===== src/rtl/map_pkg.sv =====
// Shared map constants and terrain rule.
// Used by the map write-port arbiter.
package map_pkg;

  localparam int MAP_ADDR_W = 15;
  localparam int BLOCK_ID_W = 5;

  localparam logic [BLOCK_ID_W-1:0] AIR   = BLOCK_ID_W'(0);
  localparam logic [BLOCK_ID_W-1:0] STONE = BLOCK_ID_W'(1);
  localparam logic [BLOCK_ID_W-1:0] GRASS = BLOCK_ID_W'(2);

  typedef enum logic {
    ST_INIT = 1'b0,
    ST_IDLE = 1'b1
  } arb_state_e;

  // Initial block id for a cell, from its height layer h.
  function automatic logic [BLOCK_ID_W-1:0] terrain_id(
    input logic [4:0] h,
    input int         ground_h,
    input int         ground_id,
    input int         grass_id
  );
    if (int'(h) < ground_h) begin
      return BLOCK_ID_W'(ground_id);
    end
    if (int'(h) == ground_h) begin
      return BLOCK_ID_W'(grass_id);
    end
    return AIR;
  endfunction

endpackage


===== src/rtl/rr_arb2.sv =====
// Two-way round-robin arbiter.
// Pointer names the requester favoured on a tie.
module rr_arb2 (
  input  logic       clk,
  input  logic       rst,
  input  logic [1:0] eligible,
  input  logic       advance,
  output logic [1:0] grant
);

  logic rr_q;
  logic rr_d;

  // Tie goes to the pointer; a lone requester always wins.
  always_comb begin
    grant = eligible;
    if (eligible == 2'b11) begin
      grant = rr_q ? 2'b10 : 2'b01;
    end
  end

  // After a grant, favour the requester that did not win.
  always_comb begin
    rr_d = rr_q;
    if (advance && (|grant)) begin
      rr_d = grant[0];
    end
  end

  // Pointer register.
  always_ff @(posedge clk) begin
    if (rst) begin
      rr_q <= 1'b0;
    end else begin
      rr_q <= rr_d;
    end
  end

endmodule


===== src/rtl/map_write_arb.sv =====
// Map block-RAM write-port owner: terrain sweep after
// reset, then blank-gated arbitration of block edits.
module map_write_arb
  import map_pkg::*;
#(
  parameter int ADDR_W     = MAP_ADDR_W,
  parameter int ID_W       = BLOCK_ID_W,
  parameter int GROUND_H   = 8,
  parameter int GROUND_ID  = int'(STONE),
  parameter int GRASS_ID   = int'(GRASS),
  parameter bit GATE_BLANK = 1'b1
) (
  input  logic              clk,
  input  logic              rst,
  input  logic              blank,
  input  logic [1:0]        req_valid,
  input  logic [ADDR_W-1:0] req_addr0,
  input  logic [ID_W-1:0]   req_data0,
  input  logic [ADDR_W-1:0] req_addr1,
  input  logic [ID_W-1:0]   req_data1,
  output logic [1:0]        req_ready,
  output logic [ADDR_W-1:0] write_addr,
  output logic [ID_W-1:0]   write_data,
  output logic              write_en,
  output logic              init_done,
  output logic [15:0]       edit_count
);

  arb_state_e        state_q, state_d;
  logic [ADDR_W-1:0] cnt_q, cnt_d;
  logic [ADDR_W-1:0] waddr_q, waddr_d;
  logic [ID_W-1:0]   wdata_q, wdata_d;
  logic              we_q, we_d;
  logic              done_q, done_d;
  logic [15:0]       ecnt_q, ecnt_d;

  logic       open_win;
  logic       idle;
  logic [1:0] eligible;
  logic [1:0] grant;

  // Edits are only eligible in IDLE and inside the window.
  always_comb begin
    open_win = ~GATE_BLANK | blank;
    idle     = (state_q == ST_IDLE);
    eligible = req_valid & {2{open_win & idle}};
  end

  rr_arb2 u_arb (
    .clk      (clk),
    .rst      (rst),
    .eligible (eligible),
    .advance  (idle),
    .grant    (grant)
  );

  assign req_ready = grant;

  // Next-state: sweep in INIT, commit granted edit in IDLE.
  always_comb begin
    state_d = state_q;
    cnt_d   = cnt_q;
    waddr_d = waddr_q;
    wdata_d = wdata_q;
    we_d    = 1'b0;
    done_d  = done_q;
    ecnt_d  = ecnt_q;
    unique case (state_q)
      ST_INIT: begin
        we_d    = 1'b1;
        waddr_d = cnt_q;
        wdata_d = ID_W'(terrain_id(
                    cnt_q[ADDR_W-1 -: 5],
                    GROUND_H, GROUND_ID, GRASS_ID));
        cnt_d   = cnt_q + ADDR_W'(1);
        if (&cnt_q) begin
          state_d = ST_IDLE;
          done_d  = 1'b1;
        end
      end
      ST_IDLE: begin
        unique case (1'b1)
          grant[1]: begin
            we_d    = 1'b1;
            waddr_d = req_addr1;
            wdata_d = req_data1;
            ecnt_d  = ecnt_q + 16'd1;
          end
          grant[0]: begin
            we_d    = 1'b1;
            waddr_d = req_addr0;
            wdata_d = req_data0;
            ecnt_d  = ecnt_q + 16'd1;
          end
          default: begin
            we_d = 1'b0;
          end
        endcase
      end
      default: begin
        state_d = ST_INIT;
      end
    endcase
  end

  // State, sweep counter and registered write port.
  always_ff @(posedge clk) begin
    if (rst) begin
      state_q <= ST_INIT;
      cnt_q   <= '0;
      waddr_q <= '0;
      wdata_q <= '0;
      we_q    <= 1'b0;
      done_q  <= 1'b0;
      ecnt_q  <= '0;
    end else begin
      state_q <= state_d;
      cnt_q   <= cnt_d;
      waddr_q <= waddr_d;
      wdata_q <= wdata_d;
      we_q    <= we_d;
      done_q  <= done_d;
      ecnt_q  <= ecnt_d;
    end
  end

  assign write_addr = waddr_q;
  assign write_data = wdata_q;
  assign write_en   = we_q;
  assign init_done  = done_q;
  assign edit_count = ecnt_q;

endmodule


===== config.mk =====
export PLATFORM = sky130hd
export DESIGN_NAME = map_write_arb
export DESIGN_NICKNAME = d
export VERILOG_FILES = /design/src/rtl/map_pkg.sv /design/src/rtl/rr_arb2.sv /design/src/rtl/map_write_arb.sv
export SDC_FILE = /design/constraint.sdc
export NUM_CORES = 1
export LEC_CHECK = 0
export BUFFER_PORTS_ARGS = -buffer_cell sky130_fd_sc_hd__buf_2
export CAP_MARGIN = 20
export CELL_PAD_IN_SITES_DETAIL_PLACEMENT = 1
export CELL_PAD_IN_SITES_GLOBAL_PLACEMENT = 1
export CORE_MARGIN = 2
export CORE_UTILIZATION = 39
export DETAILED_ROUTE_END_ITERATION = 10
export PLACE_DENSITY_LB_ADDON = 0.1
export SLEW_MARGIN = 20
export SYNTH_ARGS = -nofsm -noshare
export SYNTH_HDL_FRONTEND = slang
export SYNTH_SLANG_ARGS = --single-unit

===== constraint.sdc =====
create_clock -name clk -period 3.8 [get_ports clk]
set_clock_uncertainty 0.2 [all_clocks]
set_input_delay 0.19 -clock clk [delete_from_list [all_inputs] [get_ports clk]]
set_output_delay 0.19 -clock clk [all_outputs]
set_load 0.01 [all_outputs]

==> summary by stage <==
Run status
The flow ran to the end, and the final reports show no timing, DRC or antenna violations.

CTS
After clock tree synthesis, the clock-pin slew on the worst setup and hold paths is approximately 0.11 ns. The TritonCTS clock tree is built. CTS built an H-tree with a depth of 2. TritonCTS created 5 clock buffers. Gates resized during post-CTS repair numbered 0. The TritonCTS sink count is 55. For the worst-skew pair, the clock arrives at the later sink with an insertion delay of 0.32 ns. In this run the deepest clock path goes through 2 buffers. After clock tree synthesis, the flow added hold-fix buffers numbering 27.

The cell at the root of the clock tree is sky130_fd_sc_hd__clkbuf_8. Post-CTS timing repair inserted 0 buffers for setup.

Synthesis
Counting every net in the synthesized netlist gives 365. The post-synthesis instance area is about 2700 sq um. The fraction of registers with async set/reset is 0%. The most numerous cell in the Yosys netlist is sky130_fd_sc_hd__dfxtp_1. Sequential elements use between 40% and 50% of the synthesized area. The dominant cell type by area after synthesis is sky130_fd_sc_hd__dfxtp_1. The count of synthesis-stage warnings from yosys is 0. The fraction of post-synthesis cell area in the top cell type by area is between 40 and 50%. By area the synthesized netlist is led by sky130_fd_sc_hd__dfxtp_1, sky130_fd_sc_hd__a21oi_1, sky130_fd_sc_hd__nor2_1, sky130_fd_sc_hd__xnor2_1, sky130_fd_sc_hd__nand4_1. Counting distinct cell types in the post-synthesis netlist gives 42.

The flip-flop and latch count after synthesis is 55. The count of flip-flops with a built-in enable after synthesis is 0. Averaged over all synthesized cells, the footprint is 8.33 sq um.

The number of instances in the synthesized netlist is about 320. The commonest cells after synthesis are sky130_fd_sc_hd__dfxtp_1, sky130_fd_sc_hd__nor2_1, sky130_fd_sc_hd__a21oi_1. The most used flip-flop cell after synthesis is sky130_fd_sc_hd__dfxtp_1.

Worst hold path
The worst hold path terminates at write_addr[6]. The cell count of the worst hold path is 3. The critical hold path startpoint is req_addr1[6].

The min-delay analysis places its worst path in the category in2reg.

Critical path
For flop-to-flop paths, the worst setup slack is 0.67 ns. The classification of the worst setup path is reg2reg. The worst setup path is captured at a flip-flop.

The data required time at the worst endpoint is 3.88 ns. The combined buffer and inverter count along the critical path is 2. The kind of cell adding the most delay to the critical path is simple AND/OR/NAND/NOR gates. In this run the critical register-to-register path is captured at write_data[2].

The cell with the most instances on the worst path is sky130_fd_sc_hd__nand2_1. The maximum fanout along the worst path is 22. The type of element launching the critical path is a flip-flop. The longest individual stage delay on the worst path is 0.74 ns. The data arrival time of the worst path is between 3 and 4 ns.

The largest individual stage delay along the critical path comes from the cell sky130_fd_sc_hd__or3_1. The startpoint identified for the worst register-to-register timing path is idle. The depth of the worst register-to-register path is 6.

Walking the worst path, the cells encountered are nand2_1, or3_1, inv_1, nand2_1, a311oi_1, dlygate4sd3_1.

Timing
The time the worst path needs with I/O delays and setup is ~3.1 ns. The max-slew violation count is 0. The highest clock frequency the design can meet is about 320 MHz. The hold violation total from the final report was 0. The final cycle utilization of the critical path is 82.3%. In the final timing run, aggregate negative setup slack is 0 ns.

Setup violations remaining at the end of the flow were counted as 0. Setup repair after global routing left no endpoint under its margin. At the pin with the least slew margin, the transition time is 0.978 ns. In this run the tightest slew margin relative to its limit is 34.8%.

Floorplan
The number of top-level pins is between 80 and 90. The area inside the core boundary is 6680 sq um. The floorplan has 30 rows.

The die covers 7470 sq um. The die boundary height is 86.4 um. The floorplan die width is 86.4 um. For this configuration, the core starts out at a cell density of roughly 40%.

Finish
The cell area after layout is about 3500 sq um. The layout has 838 filler cells. The number of antenna cells inserted is 0. The layout-stage area growth over the synthesis result is 32.1%. At the end of the flow, the number of nets in the layout was between 400 and 500. In the final layout, the share of cells above drive strength 1 is a little under a quarter.

Placed design
The placer's final routability congestion estimate is about 0.76. The number of port buffers is 84. The post-place instance area is between 3000 and 4000 sq um. After legalization and detailed placement, the total HPWL measured around 5500 um.

Drt
The via count of the routed design is roughly 2.7k. In the final routed layout, each cell accounts on average for approximately 17 um. In the routed layout, each cell is associated on average with a via count of around 5.5. The wire length after detailed routing is around 8500 um. The count of antenna-violating nets left after detailed routing is 0. The starting DRC count in detailed routing is roughly 130.

After detailed routing, the number of remaining DRC violations is 0. Before antenna repair, the detailed router went through 4 iterations.

GRT
The wire length of the first global-routing pass is 13700 um. The initial antenna violation count is 0. Global routing finished with a remaining overflow of 0. The largest net degree at the start of global routing is 31.

Across every metal layer, demand over resource in global routing totals a little under a quarter. The via count of the first global-routing pass is 2744.

Power and ir drop
In this run the power density over the cells is roughly 330 nW/um^2. The leakage power summed over all cells is 1.47 nW. The final total power is 1.14 mW. The worst-case IR drop observed on VDD is roughly 0.00017 V.

Run
The number of max-cap violations is 0.
[kinds of logic after synthesis]
family / share of synthesized area, %
adder cells (fa/ha/maj): 0.944
AND/OR/NAND/NOR: 25.8
AO/OA/AOI/OAI: 17.0
XOR/XNOR: 6.61
buffers and inverters: 4.72
multiplexers: 3.40
flip-flops: 41.5
[state kept, by name, summed over array words and instances (netlist names)]
register and flops:
write_addr 15, edit_count 16, write_data 5, init_done 1
write_en 1, u_arb.rr_q 1, cnt_q 15, idle 1
[report_power, final]
group | leakage (nW) | total (mW) | switching (mW) | internal (mW)
Clock | 0.0644 | 0.472 | 0.209 | 0.263
Combinational | 0.958 | 0.0813 | 0.0372 | 0.0440
Sequential | 0.445 | 0.588 | 0.00596 | 0.582
Total | 1.47 | 1.14 | 0.252 | 0.889
[through the flow]
step | util [%] | worst slack (ns) | hold slack (ns) | std cells
after global routing | 52.4 | 0.452 | 0.0368 | 498
after global placement | 46.3 | 1.40 | 0.249 | 463
after floorplan | - | 1.91 | 0.140 | 318
after CTS | 52.4 | 0.811 | 0.0177 | 498
final | 52.4 | 0.674 | 0.0166 | 498
after detailed placement | 46.3 | 1.36 | 0.258 | 463
[worst max path at each step]
stage               slack (ns)             end  cells past startpoint     startpoint
global route              0.45   write_data[2]                      6           idle
global placement          1.40   write_data[4]                      5           idle
detailed placement        1.36   write_data[3]                      5           idle
CTS                       0.81   write_data[2]                      6           idle
floorplan                 1.91  edit_count[13]                      4  edit_count[2]
finish                    0.67   write_data[2]                      6           idle
[cells in the final DEF (no fill, tap or decap), types with 6 or more instances in the layout]
master,netlist,final
sky130_fd_sc_hd__a21oi_1,30,30
sky130_fd_sc_hd__inv_1,7,7
sky130_fd_sc_hd__o22ai_1,8,8
sky130_fd_sc_hd__nand4_1,16,16
sky130_fd_sc_hd__o32ai_1,7,7
sky130_fd_sc_hd__xor2_1,7,7
sky130_fd_sc_hd__nand2_1,21,21
sky130_fd_sc_hd__nor2_1,35,35
sky130_fd_sc_hd__buf_2,4,84
sky130_fd_sc_hd__nor3_1,8,8
sky130_fd_sc_hd__mux2i_1,9,9
sky130_fd_sc_hd__o21ai_0,13,13
sky130_fd_sc_hd__dlygate4sd3_1,0,27
sky130_fd_sc_hd__nand3_1,9,9
sky130_fd_sc_hd__dfxtp_1,55,55
sky130_fd_sc_hd__or3_1,6,6
sky130_fd_sc_hd__xnor2_1,13,13
sky130_fd_sc_hd__nor2b_1,9,9
sky130_fd_sc_hd__nand2b_1,9,9
[area by class of cell]
type / instances / area, sq um / share of cell area, %
multi-input combinational: 234 / 1420 / 40.7
sequential: 55 / 1100 / 31.5
timing repair buffer: 114 / 713 / 20.4
tap: 80 / 100 / 2.86
clock buffer: 5 / 68.8 / 1.97
clock inverter: 3 / 67.6 / 1.93
inverter: 7 / 26.3 / 0.751
[worst min-delay path, stage by stage]
cell	delay (ns)
sky130_fd_sc_hd__buf_2	0.10
sky130_fd_sc_hd__a21oi_1	0.12
sky130_fd_sc_hd__o32ai_1	0.09
[per-layer routing]
metal	global-route usage, %	vias up	part of all wire, %
met1	30.6	1331	45
met4	4.26	0	0.58
li1	-	1333	-
met5	0	-	0
met2	39.9	75	50
met3	3.52	4	4.4
No activity file was read; power rests on OpenSTA's default activity.
